`config.mk`:
```
export PLATFORM = sky130hd
export DESIGN_NAME = dm_arbiter_flat
export DESIGN_NICKNAME = d
export VERILOG_FILES = /design/src/rtl/dm_arbiter_pkg.sv /design/src/rtl/dm_arbiter_if.sv /design/src/rtl/dm_arb_lock_timer.sv /design/src/rtl/dm_arbiter.sv /design/src/flat_wrapper.sv
export SDC_FILE = /design/constraint.sdc
export NUM_CORES = 1
export LEC_CHECK = 0
export CAP_MARGIN = 20
export CORE_AREA = 5 5 119 121
export CTS_CLUSTER_DIAMETER = 150
export DETAILED_ROUTE_END_ITERATION = 7
export DIE_AREA = 0 0 124 126
export DONT_BUFFER_PORTS = 1
export GPL_TIMING_DRIVEN = 1
export SLEW_MARGIN = 10
export SYNTH_ARGS = -nofsm -noshare
export SYNTH_HDL_FRONTEND = slang
export SYNTH_SLANG_ARGS = --single-unit
```
`constraint.sdc`:
```
create_clock -name clk -period 4.9 [get_ports clk]
set_input_delay 0.98 -clock clk [delete_from_list [all_inputs] [get_ports clk]]
set_output_delay 0.98 -clock clk [all_outputs]
set_load 0.05 [all_outputs]
```
`src/rtl/dm_arbiter_pkg.sv`:
```
// Shared encodings for the data-memory arbiter: owner codes, lock states
// and the idle byte-lane pattern.
package dm_arbiter_pkg;

    typedef enum logic [1:0] {
        ARB_NONE = 2'd0,
        ARB_CPU  = 2'd1,
        ARB_DMA  = 2'd2
    } arb_owner_e;

    typedef enum logic {
        LOCK_UNLOCKED = 1'b0,
        LOCK_LOCKED   = 1'b1
    } lock_state_e;

    localparam logic [3:0] BYTEEN_NONE = 4'b0000;

    // rr_last encoding: which requester won most recently
    localparam logic RR_CPU = 1'b0;
    localparam logic RR_DMA = 1'b1;

    function automatic logic [3:0] write_lanes(input logic we, input logic [3:0] byteen);
        return we ? byteen : BYTEEN_NONE;
    endfunction

endpackage

```
`src/rtl/dm_arbiter_if.sv`:
```
// CPU, DMA and data-memory port signals shared between the arbiter (slave)
// and the requesters plus memory that surround it (master).
interface dm_arbiter_if;

    logic        cpu_req;
    logic        cpu_we;
    logic [31:0] cpu_addr;
    logic [3:0]  cpu_byteen;
    logic [31:0] cpu_wdata;
    logic        cpu_stall;
    logic        cpu_ack;
    logic [31:0] cpu_rdata;

    logic        dma_req;
    logic        dma_we;
    logic [31:0] dma_addr;
    logic [3:0]  dma_byteen;
    logic [31:0] dma_wdata;
    logic        dma_lock;
    logic        dma_gnt;
    logic        dma_ack;
    logic [31:0] dma_rdata;

    logic [31:0] m_data_addr;
    logic [31:0] m_data_wdata;
    logic [3:0]  m_data_byteen;
    logic [31:0] m_data_rdata;

    modport slave (
        input  cpu_req, cpu_we, cpu_addr, cpu_byteen, cpu_wdata,
        output cpu_stall, cpu_ack, cpu_rdata,
        input  dma_req, dma_we, dma_addr, dma_byteen, dma_wdata, dma_lock,
        output dma_gnt, dma_ack, dma_rdata,
        output m_data_addr, m_data_wdata, m_data_byteen,
        input  m_data_rdata
    );

    modport master (
        output cpu_req, cpu_we, cpu_addr, cpu_byteen, cpu_wdata,
        input  cpu_stall, cpu_ack, cpu_rdata,
        output dma_req, dma_we, dma_addr, dma_byteen, dma_wdata, dma_lock,
        input  dma_gnt, dma_ack, dma_rdata,
        input  m_data_addr, m_data_wdata, m_data_byteen,
        output m_data_rdata
    );

endinterface

```
`src/rtl/dm_arb_lock_timer.sv`:
```
// DMA lock FSM with a saturating count of locked cycles; a release caused by
// the count running out (lock still held) gives the CPU the next cycle.
module dm_arb_lock_timer #(
    parameter int LOCK_MAX = 8
) (
    input  logic clk,
    input  logic reset,
    input  logic dma_gnt,
    input  logic dma_lock,
    output logic locked,
    output logic force_cpu
);
    import dm_arbiter_pkg::*;

    localparam int              CNT_W        = (LOCK_MAX < 1) ? 1 : $clog2(LOCK_MAX + 1);
    localparam logic [CNT_W-1:0] CNT_MAX     = CNT_W'(LOCK_MAX);
    localparam bit              LOCK_ALLOWED = (LOCK_MAX > 0);

    lock_state_e      state_q, state_d;
    logic [CNT_W-1:0] lock_cnt_q, lock_cnt_d;
    logic [CNT_W-1:0] cnt_inc;
    logic             force_cpu_q, force_cpu_d;

    always_comb begin
        state_d     = state_q;
        lock_cnt_d  = lock_cnt_q;
        force_cpu_d = 1'b0;
        cnt_inc     = (lock_cnt_q == CNT_MAX) ? lock_cnt_q : lock_cnt_q + CNT_W'(1);
        case (state_q)
            LOCK_UNLOCKED: begin
                lock_cnt_d = '0;
                if (LOCK_ALLOWED && dma_gnt && dma_lock) begin
                    state_d = LOCK_LOCKED;
                end
            end
            LOCK_LOCKED: begin
                lock_cnt_d = cnt_inc;
                if (!dma_lock || (cnt_inc == CNT_MAX)) begin
                    state_d     = LOCK_UNLOCKED;
                    lock_cnt_d  = '0;
                    force_cpu_d = dma_lock;
                end
            end
            default: begin
                state_d    = LOCK_UNLOCKED;
                lock_cnt_d = '0;
            end
        endcase
    end

    always_ff @(posedge clk or posedge reset) begin
        if (reset) begin
            state_q     <= LOCK_UNLOCKED;
            lock_cnt_q  <= '0;
            force_cpu_q <= 1'b0;
        end else begin
            state_q     <= state_d;
            lock_cnt_q  <= lock_cnt_d;
            force_cpu_q <= force_cpu_d;
        end
    end

    assign locked    = (state_q == LOCK_LOCKED);
    assign force_cpu = force_cpu_q;

endmodule

```
`src/rtl/dm_arbiter.sv`:
```
// Round-robin arbiter sharing the data-memory port between CPU and DMA.
// Define DM_ARB_LOCK_EN to build the bounded DMA lock (dm_arb_lock_timer).
module dm_arbiter #(
    parameter int LOCK_MAX = 8
) (
    input  logic         clk,
    input  logic         reset,
    dm_arbiter_if.slave  bus
);
    import dm_arbiter_pkg::*;

    arb_owner_e  owner;
    logic        cpu_gnt;
    logic        dma_gnt;
    logic        locked;
    logic        force_cpu;

    logic [31:0] mem_addr;
    logic [31:0] mem_wdata;
    logic [3:0]  mem_byteen;

    logic        rr_last_q, rr_last_d;
    logic        cpu_ack_q, cpu_ack_d;
    logic        dma_ack_q, dma_ack_d;
    logic [31:0] cpu_rdata_q, cpu_rdata_d;
    logic [31:0] dma_rdata_q, dma_rdata_d;

`ifdef DM_ARB_LOCK_EN
    dm_arb_lock_timer #(
        .LOCK_MAX (LOCK_MAX)
    ) u_lock_timer (
        .clk       (clk),
        .reset     (reset),
        .dma_gnt   (dma_gnt),
        .dma_lock  (bus.dma_lock),
        .locked    (locked),
        .force_cpu (force_cpu)
    );
`else
    logic unused_cfg;
    assign unused_cfg = ^{bus.dma_lock, LOCK_MAX[0]};
    assign locked     = 1'b0;
    assign force_cpu  = 1'b0;
`endif

    // On a tie the requester that did not win last goes first, unless the
    // lock timer just forced a release in favour of the CPU.
    always_comb begin
        owner = ARB_NONE;
        if (locked) begin
            if (bus.dma_req) begin
                owner = ARB_DMA;
            end
        end else if (bus.cpu_req && bus.dma_req) begin
            owner = (force_cpu || (rr_last_q == RR_DMA)) ? ARB_CPU : ARB_DMA;
        end else if (bus.cpu_req) begin
            owner = ARB_CPU;
        end else if (bus.dma_req) begin
            owner = ARB_DMA;
        end
    end

    assign cpu_gnt = (owner == ARB_CPU);
    assign dma_gnt = (owner == ARB_DMA);

    always_comb begin
        mem_addr   = '0;
        mem_wdata  = '0;
        mem_byteen = BYTEEN_NONE;
        case (owner)
            ARB_CPU: begin
                mem_addr   = bus.cpu_addr;
                mem_wdata  = bus.cpu_wdata;
                mem_byteen = write_lanes(bus.cpu_we, bus.cpu_byteen);
            end
            ARB_DMA: begin
                mem_addr   = bus.dma_addr;
                mem_wdata  = bus.dma_wdata;
                mem_byteen = write_lanes(bus.dma_we, bus.dma_byteen);
            end
            default: begin
                mem_addr   = '0;
                mem_wdata  = '0;
                mem_byteen = BYTEEN_NONE;
            end
        endcase
    end

    always_comb begin
        rr_last_d   = rr_last_q;
        cpu_ack_d   = cpu_gnt;
        dma_ack_d   = dma_gnt;
        cpu_rdata_d = cpu_rdata_q;
        dma_rdata_d = dma_rdata_q;
        if (cpu_gnt) begin
            rr_last_d = RR_CPU;
            if (!bus.cpu_we) begin
                cpu_rdata_d = bus.m_data_rdata;
            end
        end
        if (dma_gnt) begin
            rr_last_d = RR_DMA;
            if (!bus.dma_we) begin
                dma_rdata_d = bus.m_data_rdata;
            end
        end
    end

    always_ff @(posedge clk or posedge reset) begin
        if (reset) begin
            rr_last_q   <= RR_DMA;
            cpu_ack_q   <= 1'b0;
            dma_ack_q   <= 1'b0;
            cpu_rdata_q <= '0;
            dma_rdata_q <= '0;
        end else begin
            rr_last_q   <= rr_last_d;
            cpu_ack_q   <= cpu_ack_d;
            dma_ack_q   <= dma_ack_d;
            cpu_rdata_q <= cpu_rdata_d;
            dma_rdata_q <= dma_rdata_d;
        end
    end

    assign bus.cpu_stall     = bus.cpu_req & ~cpu_gnt;
    assign bus.cpu_ack       = cpu_ack_q;
    assign bus.cpu_rdata     = cpu_rdata_q;
    assign bus.dma_gnt       = dma_gnt;
    assign bus.dma_ack       = dma_ack_q;
    assign bus.dma_rdata     = dma_rdata_q;
    assign bus.m_data_addr   = mem_addr;
    assign bus.m_data_wdata  = mem_wdata;
    assign bus.m_data_byteen = mem_byteen;

endmodule
```
`src/flat_wrapper.sv`:
```
// flat-port wrapper written by rule: the top's interface ports become plain ports
module dm_arbiter_flat import dm_arbiter_pkg::*;
#(
    parameter int LOCK_MAX = 8
)
  (clk, reset, bus_cpu_req, bus_cpu_we, bus_cpu_addr, bus_cpu_byteen, bus_cpu_wdata, bus_cpu_stall, bus_cpu_ack, bus_cpu_rdata, bus_dma_req, bus_dma_we, bus_dma_addr, bus_dma_byteen, bus_dma_wdata, bus_dma_lock, bus_dma_gnt, bus_dma_ack, bus_dma_rdata, bus_m_data_addr, bus_m_data_wdata, bus_m_data_byteen, bus_m_data_rdata);
  dm_arbiter_if bus_i ();
  input  logic clk;
  input  logic reset;
  input wire logic [$bits(bus_i.cpu_req)-1:0] bus_cpu_req;
  input wire logic [$bits(bus_i.cpu_we)-1:0] bus_cpu_we;
  input wire logic [$bits(bus_i.cpu_addr)-1:0] bus_cpu_addr;
  input wire logic [$bits(bus_i.cpu_byteen)-1:0] bus_cpu_byteen;
  input wire logic [$bits(bus_i.cpu_wdata)-1:0] bus_cpu_wdata;
  output wire logic [$bits(bus_i.cpu_stall)-1:0] bus_cpu_stall;
  output wire logic [$bits(bus_i.cpu_ack)-1:0] bus_cpu_ack;
  output wire logic [$bits(bus_i.cpu_rdata)-1:0] bus_cpu_rdata;
  input wire logic [$bits(bus_i.dma_req)-1:0] bus_dma_req;
  input wire logic [$bits(bus_i.dma_we)-1:0] bus_dma_we;
  input wire logic [$bits(bus_i.dma_addr)-1:0] bus_dma_addr;
  input wire logic [$bits(bus_i.dma_byteen)-1:0] bus_dma_byteen;
  input wire logic [$bits(bus_i.dma_wdata)-1:0] bus_dma_wdata;
  input wire logic [$bits(bus_i.dma_lock)-1:0] bus_dma_lock;
  output wire logic [$bits(bus_i.dma_gnt)-1:0] bus_dma_gnt;
  output wire logic [$bits(bus_i.dma_ack)-1:0] bus_dma_ack;
  output wire logic [$bits(bus_i.dma_rdata)-1:0] bus_dma_rdata;
  output wire logic [$bits(bus_i.m_data_addr)-1:0] bus_m_data_addr;
  output wire logic [$bits(bus_i.m_data_wdata)-1:0] bus_m_data_wdata;
  output wire logic [$bits(bus_i.m_data_byteen)-1:0] bus_m_data_byteen;
  input wire logic [$bits(bus_i.m_data_rdata)-1:0] bus_m_data_rdata;
  assign bus_i.cpu_req = bus_cpu_req;
  assign bus_i.cpu_we = bus_cpu_we;
  assign bus_i.cpu_addr = bus_cpu_addr;
  assign bus_i.cpu_byteen = bus_cpu_byteen;
  assign bus_i.cpu_wdata = bus_cpu_wdata;
  assign bus_cpu_stall = bus_i.cpu_stall;
  assign bus_cpu_ack = bus_i.cpu_ack;
  assign bus_cpu_rdata = bus_i.cpu_rdata;
  assign bus_i.dma_req = bus_dma_req;
  assign bus_i.dma_we = bus_dma_we;
  assign bus_i.dma_addr = bus_dma_addr;
  assign bus_i.dma_byteen = bus_dma_byteen;
  assign bus_i.dma_wdata = bus_dma_wdata;
  assign bus_i.dma_lock = bus_dma_lock;
  assign bus_dma_gnt = bus_i.dma_gnt;
  assign bus_dma_ack = bus_i.dma_ack;
  assign bus_dma_rdata = bus_i.dma_rdata;
  assign bus_m_data_addr = bus_i.m_data_addr;
  assign bus_m_data_wdata = bus_i.m_data_wdata;
  assign bus_m_data_byteen = bus_i.m_data_byteen;
  assign bus_i.m_data_rdata = bus_m_data_rdata;
  dm_arbiter #(.LOCK_MAX(LOCK_MAX)) u_core (.clk(clk), .reset(reset), .bus(bus_i));
endmodule
```
==> results.cfg <==
[logic_synthesis]
yosys.area.top_type = dfrtp_1
synthTopCellsByCount = 66 x dfrtp_1, 64 x a22o_1, 60 x mux2_4, 11 x buf_2, 10 x buf_6
ys.flop_type = dfrtp_1
yosysMostFrequentCell = dfrtp_1
synth_edf_count = 0
syn-cell-area_um2 = 3518
yosys.area.top_type_share_pct = 46.94
synth.distinct_cells = 20
ys_seq_area_share_pct = 47.69
async_reset_ff_share_pct = 100.0
synth_cells = 239
synth_area_leaders = dfrtp_1 47%, mux2_4 26%, a22o_1 16%
ys_seq_elements = 67
synth_nets = 417
syn_avg_cell_area_um2 = 14.72
yosys_warnings = 0

[cts]
cts_resized = 0
cts_buffers = 9
cts_tree = yes
htree_levels = 3
worstSkewPairLatency_ns = 0.32
cts_setup_buffers = 0
ctsHoldBuffers = 0
clk_path_buf_depth = 2
root_buffer = clkbuf_16
cts.clk_slew.worst_paths_ns = 0.05
cts_sinks = 67

[critical_path]
cp-start-kind = input port
cp.required_ns = 3.92
critPathCaptureType = output port
r2r_setup_slack_ns = 2.40
critical_path_arrival_ns = 2.96
cp_max_fo = 68
critPathKind = in2out

[routing]
drc = 0
wl_mm = 12.13
dr_total_vias = 2213
wl_per_cell_um = 29.23
routed_via_density = 5.333
dr.pass1.iters = 4
postRouteAntennaNets = 0
drtIter0Drc = 128

[timing]
skew_ns = 0.003529
maxSlewViolCount = 0
worst_slew_pin_slew_ns = 0.9308
fin_ws_ns = 0.9581
relSlewSlack_pct = 37.82
setup_violations = 0
hold_ws_ns = 0.5558
period_minus_slack_ns = 3.942
fin_tns_setup_ns = 0
max_freq_mhz = 253.7
fin_crit_sh_pct = 80.45
finalHoldViolCount = 0
rsz0062_at_grt = no

[outcome]
status = finished clean

[final_layout]
design_area_um2 = 3991
n_fill_cell = 1302
drive_gt1_share_pct = 37.82
layout.nets = 411
final_util_pct = 30.75
area_growth_pct = 13.44

[placement]
dp_hpwl_mm = 10.04
dp_slack_ns = 0.9225
port_buffers = 0
gp_congestion = 0.7706
dpl_cell_area_um2 = 3645

[floorplan]
initial_core_util_pct = 27.11
die_x_um = 124
ioPinCount = 311
fp.dieH_um = 126
std_cell_rows = 42
coreArea_um2 = 12980
dieArea_um2 = 15620

[hold_path]
hp-class = reg2reg

[grt]
grt_max_degree = 69
antenna_found_initial = 1
grt_pass1_wl_mm = 16.24
grt_pass1_vias = 2305
grt_use_total_pct = 14.17
overflow = 0

[run]
drv_cap = 0

[power_and_ir_drop]
vdd_drop_max_v = 0.0002007
p_leak_nw = 1.807
cellPowerDensity_nw_per_um2 = 787.7
==> path summary, 6_finish.rpt <==
path	depth (start not counted)	end	start
max reg2reg	6	u_core.bus.cpu_rdata[7]$_DFFE_PP0P_	u_core.rr_last_q$_DFFE_PP1P_
min in group asynchronous	1	u_core.bus.cpu_rdata[3]$_DFFE_PP0P_	reset
max in group asynchronous	2	u_core.bus.dma_rdata[23]$_DFFE_PP0P_	reset
max	6	bus_m_data_addr[12]	bus_dma_req
min	1	u_core.rr_last_q$_DFFE_PP1P_	u_core.rr_last_q$_DFFE_PP1P_
min reg2reg	1	u_core.rr_last_q$_DFFE_PP1P_	u_core.rr_last_q$_DFFE_PP1P_
==> state kept, by name (all words and copies together) (netlist names) <==
name and count:
u_core.bus.cpu_ack 1, u_core.bus.cpu_rdata 32, u_core.bus.dma_ack 1, u_core.bus.dma_rdata 32
u_core.rr_last_q 1
==> cells in the final DEF, fill, tap and decap left out, drive strengths merged, types with 2 or more instances in the layout <==
master   n
clkbuf  12
bufinv   3
dfrtp   66
ha       3
mux2    64
inv      2
a32o     4
buf      6
nand2    2
nor2b    4
a22o    64
==> cells by family after synthesis <==
kind of cell,share of synthesized area (%)
compound gates,17.78
fa+ha+maj,1.067
buf+inv,5.227
flops,47.69
mux,26.88
simple gates,1.351
==> critical path: stages <==
cell and delay [ns]:
inv_1 0.04, o21ai_0 0.25, ha_1 0.37, nor2b_4 0.13
buf_4 0.50, a22o_1 0.65
==> stage by stage <==
stage / instances / total power, W
finish: 415 / 0.003144
global route: 415 / 0.003240
detailed placement: 398 / 0.002429
global placement: 397 / 0.002406
floorplan: 239 / 0.002304
CTS: 414 / 0.003174
==> final cells by class <==
class	count	area, µm²	share of cell area (%)
clock inverter	4	97.59	2.445
inverter	2	7.507	0.1881
tap	176	220.2	5.517
antenna	1	2.502	0.06270
timing repair buffer	6	57.56	1.442
clock buffer	12	246.5	6.176
multi-input combinational	147	1682	42.13
sequential	67	1678	42.04
==> routing by layer <==
layer  vias to the layer above  track usage, %  share of wire (%)  wire length, µm
met5                         -               0                  0                0
met4                         0           5.026                1.4              173
met3                        14           7.848                 15             1861
met2                       184           24.56                 52             6279
met1                      1112           14.14                 31             3817
li1                        903               -                  -                -
==> power breakdown <==
part / internal [W] / total, W / switching [W]
clock: 0.000511 / 0.000732 / 0.000221
combinational: 0.000332 / 0.000793 / 0.000461
sequential: 0.000742 / 0.00162 / 0.000877
Note: power is estimated with default switching activity, not from simulation.
